`src/rtl/mlp_train_sequencer_pkg.sv`:
```
// -----------------------------------------------------------------------------
// mlp_train_sequencer_pkg
//   Shared definitions for the MLP stimulus sequencer:
//   - fixed-point section: sfp type (signed FP_W bits, FP_FRAC fractional bits)
//     with the ONE and HALF constants and a 0/1 -> 0/ONE helper;
//   - common section: the sequencer FSM state encoding.
// -----------------------------------------------------------------------------
package mlp_train_sequencer_pkg;

    // ---- fixed point ----
    localparam int FP_W    = 64;
    localparam int FP_FRAC = 32;

    typedef logic signed [FP_W-1:0] sfp;

    localparam sfp ONE  = sfp'(1) << FP_FRAC;
    localparam sfp HALF = sfp'(1) << (FP_FRAC - 1);

    // Maps a boolean to the fixed-point values the MLP expects on its inputs.
    function automatic sfp bit_to_sfp(input logic b);
        return b ? ONE : '0;
    endfunction

    // ---- common ----
    typedef enum logic [1:0] {
        TRAIN_LOAD,
        TRAIN_WAIT,
        INFER_LOAD,
        INFER_WAIT
    } seq_state_t;

endpackage

```
`src/rtl/mlp_train_sequencer_if.sv`:
```
// -----------------------------------------------------------------------------
// mlp_train_sequencer_if
//   Sample handshake between the sequencer and the MLP core.
//   sample_valid        : one-cycle strobe, values/expected/training are stable
//   values_0, values_1  : MLP inputs (0 or ONE)
//   expected            : training target (0 or ONE)
//   training            : MLP must update its weights on this sample
//   mlp_done            : one-cycle pulse, MLP finished the current sample
//   prediction          : MLP output[0], valid while mlp_done is high
//   master = sequencer side, slave = MLP side.
// -----------------------------------------------------------------------------
interface mlp_train_sequencer_if;
    import mlp_train_sequencer_pkg::*;

    logic sample_valid;
    sfp   values_0;
    sfp   values_1;
    sfp   expected;
    logic training;
    logic mlp_done;
    sfp   prediction;

    modport master (
        output sample_valid, values_0, values_1, expected, training,
        input  mlp_done, prediction
    );

    modport slave (
        input  sample_valid, values_0, values_1, expected, training,
        output mlp_done, prediction
    );

endinterface

```
`src/rtl/mlp_train_sequencer_switch_debouncer.sv`:
```
// -----------------------------------------------------------------------------
// mlp_train_sequencer_switch_debouncer
//   Brings one asynchronous board switch into the clk domain through a 2-flop
//   synchroniser, then only accepts a new level once the synchronised value has
//   differed from the accepted one for DEBOUNCE_CYCLES consecutive cycles.
//   clk, rst   : system clock, synchronous active-high reset
//   raw        : asynchronous switch input
//   debounced  : accepted switch level
// -----------------------------------------------------------------------------
module mlp_train_sequencer_switch_debouncer #(
    parameter int DEBOUNCE_CYCLES = 16
) (
    input  logic clk,
    input  logic rst,
    input  logic raw,
    output logic debounced
);

    localparam int CNT_W = (DEBOUNCE_CYCLES > 1) ? $clog2(DEBOUNCE_CYCLES) : 1;
    localparam logic [CNT_W-1:0] CNT_LAST = CNT_W'(DEBOUNCE_CYCLES - 1);

    logic             sync_0;
    logic             sync_1;
    logic [CNT_W-1:0] count;

    always_ff @(posedge clk) begin
        if (rst) begin
            sync_0    <= 1'b0;
            sync_1    <= 1'b0;
            count     <= '0;
            debounced <= 1'b0;
        end else begin
            sync_0 <= raw;
            sync_1 <= sync_0;
            // Any return to the accepted level restarts the stability window.
            if (sync_1 == debounced) begin
                count <= '0;
            end else if (count == CNT_LAST) begin
                debounced <= sync_1;
                count     <= '0;
            end else begin
                count <= count + 1'b1;
            end
        end
    end

endmodule

```
`src/rtl/mlp_train_sequencer.sv`:
```
// -----------------------------------------------------------------------------
// mlp_train_sequencer
//   Control stage in front of the MLP core. Training phase replays the 4-row
//   truth table EPOCHS times with training=1; inference phase then feeds the
//   debounced switches forever and latches (prediction > HALF) onto the LED.
//   clk, rst       : system clock, synchronous active-high reset
//   first_input    : asynchronous switch 0 (drives values_0 in inference)
//   second_input   : asynchronous switch 1 (drives values_1 in inference)
//   mlp            : sample handshake to the MLP (master side)
//   epoch          : completed-epoch count, saturates at EPOCHS
//   training_done  : sticky, all epochs finished
//   output_led     : thresholded prediction of the last inference
// -----------------------------------------------------------------------------
module mlp_train_sequencer
    import mlp_train_sequencer_pkg::*;
#(
    parameter int         EPOCHS          = 10,
    parameter logic [3:0] TRUTH_TABLE     = 4'b1000,
    parameter int         DEBOUNCE_CYCLES = 16
) (
    input  logic                        clk,
    input  logic                        rst,
    input  logic                        first_input,
    input  logic                        second_input,
    mlp_train_sequencer_if.master       mlp,
    output logic [15:0]                 epoch,
    output logic                        training_done,
    output logic                        output_led
);

    // With zero epochs there is nothing to train: start directly in inference.
    localparam seq_state_t  RESET_STATE = (EPOCHS == 0) ? INFER_LOAD : TRAIN_LOAD;
    localparam logic [15:0] EPOCH_MAX   = 16'(EPOCHS);

    seq_state_t state;
    seq_state_t state_next;
    logic [1:0] row;
    logic       switch_0;
    logic       switch_1;
    logic       last_sample;
    logic       load_train;
    logic       load_infer;
    logic       train_ack;
    logic       infer_ack;

    mlp_train_sequencer_switch_debouncer #(
        .DEBOUNCE_CYCLES(DEBOUNCE_CYCLES)
    ) u_switch_0 (
        .clk       (clk),
        .rst       (rst),
        .raw       (first_input),
        .debounced (switch_0)
    );

    mlp_train_sequencer_switch_debouncer #(
        .DEBOUNCE_CYCLES(DEBOUNCE_CYCLES)
    ) u_switch_1 (
        .clk       (clk),
        .rst       (rst),
        .raw       (second_input),
        .debounced (switch_1)
    );

    // The sample now in flight is the final row of the final epoch.
    assign last_sample = (row == 2'd3) && (epoch + 16'd1 == EPOCH_MAX);

    // ---- state register ----
    // NOTE: sequential state is written with <= so every flop samples the
    // pre-edge values, independent of the order of statements or blocks.
    always_ff @(posedge clk) begin
        if (rst) state <= RESET_STATE;
        else     state <= state_next;
    end

    // ---- next-state logic ----
    // NOTE: the default assignment at the top keeps every path assigned, so
    // this stays combinational instead of inferring a latch.
    always_comb begin
        state_next = state;
        unique case (state)
            TRAIN_LOAD: state_next = TRAIN_WAIT;
            TRAIN_WAIT: if (mlp.mlp_done) state_next = last_sample ? INFER_LOAD : TRAIN_LOAD;
            INFER_LOAD: state_next = INFER_WAIT;
            INFER_WAIT: if (mlp.mlp_done) state_next = INFER_LOAD;
            default:    state_next = RESET_STATE;
        endcase
    end

    // ---- output decode ----
    // mlp_done is only acted on in a WAIT state; anywhere else it is dropped.
    always_comb begin
        load_train = (state == TRAIN_LOAD);
        load_infer = (state == INFER_LOAD);
        train_ack  = (state == TRAIN_WAIT) && mlp.mlp_done;
        infer_ack  = (state == INFER_WAIT) && mlp.mlp_done;
    end

    // ---- registered sample / status outputs ----
    always_ff @(posedge clk) begin
        if (rst) begin
            mlp.sample_valid <= 1'b0;
            mlp.values_0     <= '0;
            mlp.values_1     <= '0;
            mlp.expected     <= '0;
            mlp.training     <= (EPOCHS != 0);
            epoch            <= '0;
            training_done    <= (EPOCHS == 0);
            output_led       <= 1'b0;
            row              <= '0;
        end else begin
            mlp.sample_valid <= load_train || load_infer;

            if (load_train) begin
                mlp.values_0 <= bit_to_sfp(row[0]);
                mlp.values_1 <= bit_to_sfp(row[1]);
                mlp.expected <= bit_to_sfp(TRUTH_TABLE[row]);
            end

            if (load_infer) begin
                mlp.values_0 <= bit_to_sfp(switch_0);
                mlp.values_1 <= bit_to_sfp(switch_1);
                mlp.expected <= '0;
            end

            if (train_ack) begin
                row <= row + 2'd1;   // 3 -> 0 wraps into the next epoch
                if (row == 2'd3 && epoch != EPOCH_MAX) epoch <= epoch + 16'd1;
                if (last_sample) begin
                    mlp.training  <= 1'b0;
                    training_done <= 1'b1;
                end
            end

            // Signed compare: negative predictions and exactly HALF give 0.
            if (infer_ack) output_led <= (mlp.prediction > HALF);
        end
    end

endmodule

```
`src/flat_wrapper.sv`:
```
// flat-port wrapper written by rule: the top's interface ports become plain ports
module mlp_train_sequencer_flat import mlp_train_sequencer_pkg::*;
#(
    parameter int         EPOCHS          = 10,
    parameter logic [3:0] TRUTH_TABLE     = 4'b1000,
    parameter int         DEBOUNCE_CYCLES = 16
)
  (clk, rst, first_input, second_input, epoch, training_done, output_led, mlp_sample_valid, mlp_values_0, mlp_values_1, mlp_expected, mlp_training, mlp_mlp_done, mlp_prediction);
  mlp_train_sequencer_if mlp_i ();
  input  logic clk;
  input  logic rst;
  input  logic first_input;
  input  logic second_input;
  output logic [15:0] epoch;
  output logic training_done;
  output logic output_led;
  output wire logic [$bits(mlp_i.sample_valid)-1:0] mlp_sample_valid;
  output wire logic [$bits(mlp_i.values_0)-1:0] mlp_values_0;
  output wire logic [$bits(mlp_i.values_1)-1:0] mlp_values_1;
  output wire logic [$bits(mlp_i.expected)-1:0] mlp_expected;
  output wire logic [$bits(mlp_i.training)-1:0] mlp_training;
  input wire logic [$bits(mlp_i.mlp_done)-1:0] mlp_mlp_done;
  input wire logic [$bits(mlp_i.prediction)-1:0] mlp_prediction;
  assign mlp_sample_valid = mlp_i.sample_valid;
  assign mlp_values_0 = mlp_i.values_0;
  assign mlp_values_1 = mlp_i.values_1;
  assign mlp_expected = mlp_i.expected;
  assign mlp_training = mlp_i.training;
  assign mlp_i.mlp_done = mlp_mlp_done;
  assign mlp_i.prediction = mlp_prediction;
  mlp_train_sequencer #(.EPOCHS(EPOCHS), .TRUTH_TABLE(TRUTH_TABLE), .DEBOUNCE_CYCLES(DEBOUNCE_CYCLES)) u_core (.clk(clk), .rst(rst), .first_input(first_input), .second_input(second_input), .mlp(mlp_i), .epoch(epoch), .training_done(training_done), .output_led(output_led));
endmodule
```
`config.mk`:
```
export PLATFORM = sky130hd
export DESIGN_NAME = mlp_train_sequencer_flat
export DESIGN_NICKNAME = d
export VERILOG_FILES = /design/src/rtl/mlp_train_sequencer_pkg.sv /design/src/rtl/mlp_train_sequencer_if.sv /design/src/rtl/mlp_train_sequencer_switch_debouncer.sv /design/src/rtl/mlp_train_sequencer.sv /design/src/flat_wrapper.sv
export SDC_FILE = /design/constraint.sdc
export NUM_CORES = 1
export LEC_CHECK = 0
export CORE_AREA = 2 2 108 110
export CTS_CLUSTER_DIAMETER = 80
export DETAILED_ROUTE_END_ITERATION = 12
export DIE_AREA = 0 0 110 112
export PLACE_DENSITY = 0.76
export SLEW_MARGIN = 20
export SYNTH_ARGS = -nofsm -noshare
export SYNTH_HDL_FRONTEND = slang
export SYNTH_HIERARCHICAL = 1
export SYNTH_SLANG_ARGS = --single-unit
```
`constraint.sdc`:
```
create_clock -name clk -period 5.8 [get_ports clk]
set_input_delay 1.16 -clock clk [delete_from_list [all_inputs] [get_ports clk]]
set_output_delay 1.16 -clock clk [all_outputs]
set_load 0.02 [all_outputs]
```
==> impl_metrics.toml <==
[status]
outcome = "finished clean"

[route]
route.detailed.drc = 0
wl_per_cell_um = 10.1
drt_iter0_markers = 84
detailroute.via_count = 2500
drt-pass1-iter-count = 4
drt_wl_total_mm = 6.68
antenna_violating_nets_post_route = 0
detail_routed_via_count_per_cell = 3.77

[power]
power_per_cell_area_nw_per_um2 = 193
power.net_switching_uw = 238
sw_frac_of_total_pct = 30.3
power_leakage_uw = 0.00176
p_clk_share_pct = 41.1
power_frac_comb_pct = 22.1
internal_dissipation_uw = 548
p_total_uw = 786
peakVddDrop_mv = 0.104
seqPwrFrac_pct = 36.8

[setup_path]
worst_setup_path_startpoint = "mlp_mlp_done"
worst-path-max-fanout = 15
timing.critical_path.required_ns = 6.01
setup.reg_to_reg.worst_slack_ns = 3.51
critical_path_arrival_ns = 3.12
worstRegToRegCells = 7
timing_worst_setup_path_type = "in2reg"
rr_endpoint = "u_core/mlp.training$_SDFFE_PP1P_"
critical_path.reg2reg.startpoint = "u_core/epoch[0]$_SDFFE_PP0P_"
worstSetupEndpoint = "u_core/epoch[15]$_SDFFE_PP0P_"
startpoint_type = "primary input"
setup.worst_path.end_class = "flop"

[cts]
clock_insertion_delay_worst_skew_ns = 0.28
postCtsSetupBuffers = 0
holdBufCountCts = 0
cts_htree_levels = 2
clk_path_buf_depth = 2
clk_transition_reported_paths_ns = 0.06
numCtsBuffers = 5
clock-root-buffer = "clkbuf_16"
post_cts.resized_instances = 0
cts_tree = "yes"
clock-sinks = 41

[floorplan]
start_util_pct = 32.3
floorplan.rows = 39
floorplan.io_pins = 281
chipWidth_um = 110
dieHeight_um = 112
placeableCoreArea_um2 = 11200
design.die.area_um2 = 12300

[flow_run]
max_cap_violations = 0

[global_routing]
first_global_vias = 2037
global_route.overflow_total = 0
grt_start_max_net_pins = 35
grt_first_pass_wirelength_mm = 9.74
grt_use_total_pct = 10.1
antenna_found_initial = 0

[logic_synthesis]
synth.lib_cells_used.distinct = 50
area_share_of_the_largest_cell_type_after_synthesis_pct = 39.9
synth.area.top_cells = "buf_4 (40%), dfxtp_1 (23%), nor2_1 (4.2%), xor2_1 (3.2%), nor4_1 (2.8%)"
synth_ff_type = "dfxtp_1"
netlist_instances = 433
synth_async_sr_flop_share_pct = 0
synth_top_cell_by_area = "buf_4"
synth-edff-count = 0
synthesis.area_per_instance_um2 = 8.35
synth_seq_cells = 41
yosysSeqAreaShare_pct = 22.7
warnings_from_yosys = 6
mappedNetlistArea_um2 = 3610

[timing]
maxSlewViolCount = 0
timing.final.crit_share_pct = 50.1
fmax_ghz = 0.344
grt_setup_unrepaired = "no"
report.final.hold_viol_count = 0
layout_min_cycle_time_ns = 2.91
worst_clock_skew_ns = 0.00300
final-setup-viol-count = 0
totalNegativeSetupSlack_ns = 0

[cells_and_area]
final-seq-area_um2 = 821
final_design_area_no_fill_um2 = 4070
multi_input_comb_area_um2 = 1950
layout.cells.most_common = "conb_1"
layout.nets = 594
layout-drive-gt1-share_pct = 5.38
areaGrowthSynthToFinish_pct = 12.7
n_fill_cell = 1177
ant_diodes = 0
final_cell_mix = "conb_1 (189), clkdlybuf4s50_1 (91), dfxtp_1 (41)"

[placement]
port_buffers = 91
dp.final_hpwl_mm = 5.60
routabilityCongestion = 0.760
dpl-instance-area_um2 = 3900

[hold_path]
hold_path_class = "reg2reg"
==> through the flow <==
stage	worst slack (ns)	util [%]	hold WS, ns	std cells
2_1_floorplan	3.53	-	0.414	621
3_3_place_gp	2.69	34.9	0.417	655
3_5_place_dp	2.65	34.9	0.428	655
4_1_cts	2.91	36.4	0.442	663
5_1_grt	2.80	36.4	0.453	663
6_report	2.89	36.4	0.438	663
==> power groups by stage <==
| stage | registers, uW | logic, uW | clock network (uW) |
|---|---|---|---|
| 2_1_floorplan | 295 | 217 | 0 |
| 3_3_place_gp | 295 | 171 | 0 |
| 3_5_place_dp | 295 | 172 | 0 |
| 4_1_cts | 289 | 172 | 331 |
| 5_1_grt | 290 | 186 | 342 |
| 6_report | 289 | 174 | 323 |
==> state kept, by name (all words and copies together), names as in the netlist, 2 cells and up <==
signal / flops
u_core/u_switch_0/count: 4
u_core/epoch: 16
u_core/state: 2
u_core/u_switch_1/count: 4
u_core/row: 2
==> critical path, stage by stage <==
cell,delay (ns)
clkdlybuf4s50_1,0.53
and3b_1,0.29
nand2_2,0.11
a21oi_4,0.38
nand2_2,0.12
or3_1,0.37
a21oi_1,0.15
==> logic make-up (layout without fill, tap and decap cells) <==
| group | count (synthesis) | in the layout | synth area share (%) |
|---|---|---|---|
| xor gates and xnor gates | 23 | 23 | 5.57 |
| and+or+nand+nor | 125 | 125 | 20.6 |
| AOI/OAI and AO/OA | 21 | 21 | 3.95 |
| other | 1 | 189 | 0.104 |
| DFF | 41 | 41 | 22.7 |
| adders and majority gates | 6 | 6 | 2.08 |
| buffers and inverters | 208 | 107 | 42.7 |
| muxes | 8 | 8 | 2.25 |
==> area by class of cell <==
| cell class | count | share of cell area, % |
|---|---|---|
| clock inverters | 1 | 0.738 |
| inverters | 7 | 0.645 |
| flip-flops and latches | 41 | 20.2 |
| multi-input cells | 372 | 48.0 |
| repair buffers | 92 | 22.6 |
| clock buffers | 7 | 3.50 |
| well taps | 143 | 4.39 |
==> cell usage after synthesis (3+ instances only) <==
library cell    n
a211oi_1        4
xnor2_1        10
or3_4           3
nor3_1          5
nor2_1         40
clkbuf_1        3
ha_1            6
nor2b_1         4
inv_1           6
nand2_1        10
buf_6           4
xor2_1         13
mux2i_1         7
buf_4         192
dfxtp_1        41
o21ai_0         3
nand4_1        12
a21oi_1         7
nand3_1         9
nor4_1         16
==> per-layer routing <==
metal	track usage, %	wire [um]	vias up
met4	2.28	62	0
met1	11.2	2270	1130
li1	-	-	1228
met2	18.8	3780	135
met3	2.58	574	7
met5	0	0	-
==> worst min-delay path by stage <==
stage / from / end / slack, ns / cells after the start
finish: u_core/u_switch_1/sync_0$_SDFF_PP0_ / u_core/u_switch_1/sync_1$_SDFF_PP0_ / 0.44 / 1
CTS: u_core/u_switch_1/sync_0$_SDFF_PP0_ / u_core/u_switch_1/sync_1$_SDFF_PP0_ / 0.44 / 1
global placement: u_core/u_switch_0/sync_0$_SDFF_PP0_ / u_core/u_switch_0/sync_1$_SDFF_PP0_ / 0.42 / 1
floorplan: u_core/u_switch_0/sync_0$_SDFF_PP0_ / u_core/u_switch_0/sync_1$_SDFF_PP0_ / 0.41 / 1
detailed placement: u_core/u_switch_1/sync_0$_SDFF_PP0_ / u_core/u_switch_1/sync_1$_SDFF_PP0_ / 0.43 / 1
global route: u_core/u_switch_0/sync_0$_SDFF_PP0_ / u_core/u_switch_0/sync_1$_SDFF_PP0_ / 0.45 / 1
Power figures use the tool's default switching activity.
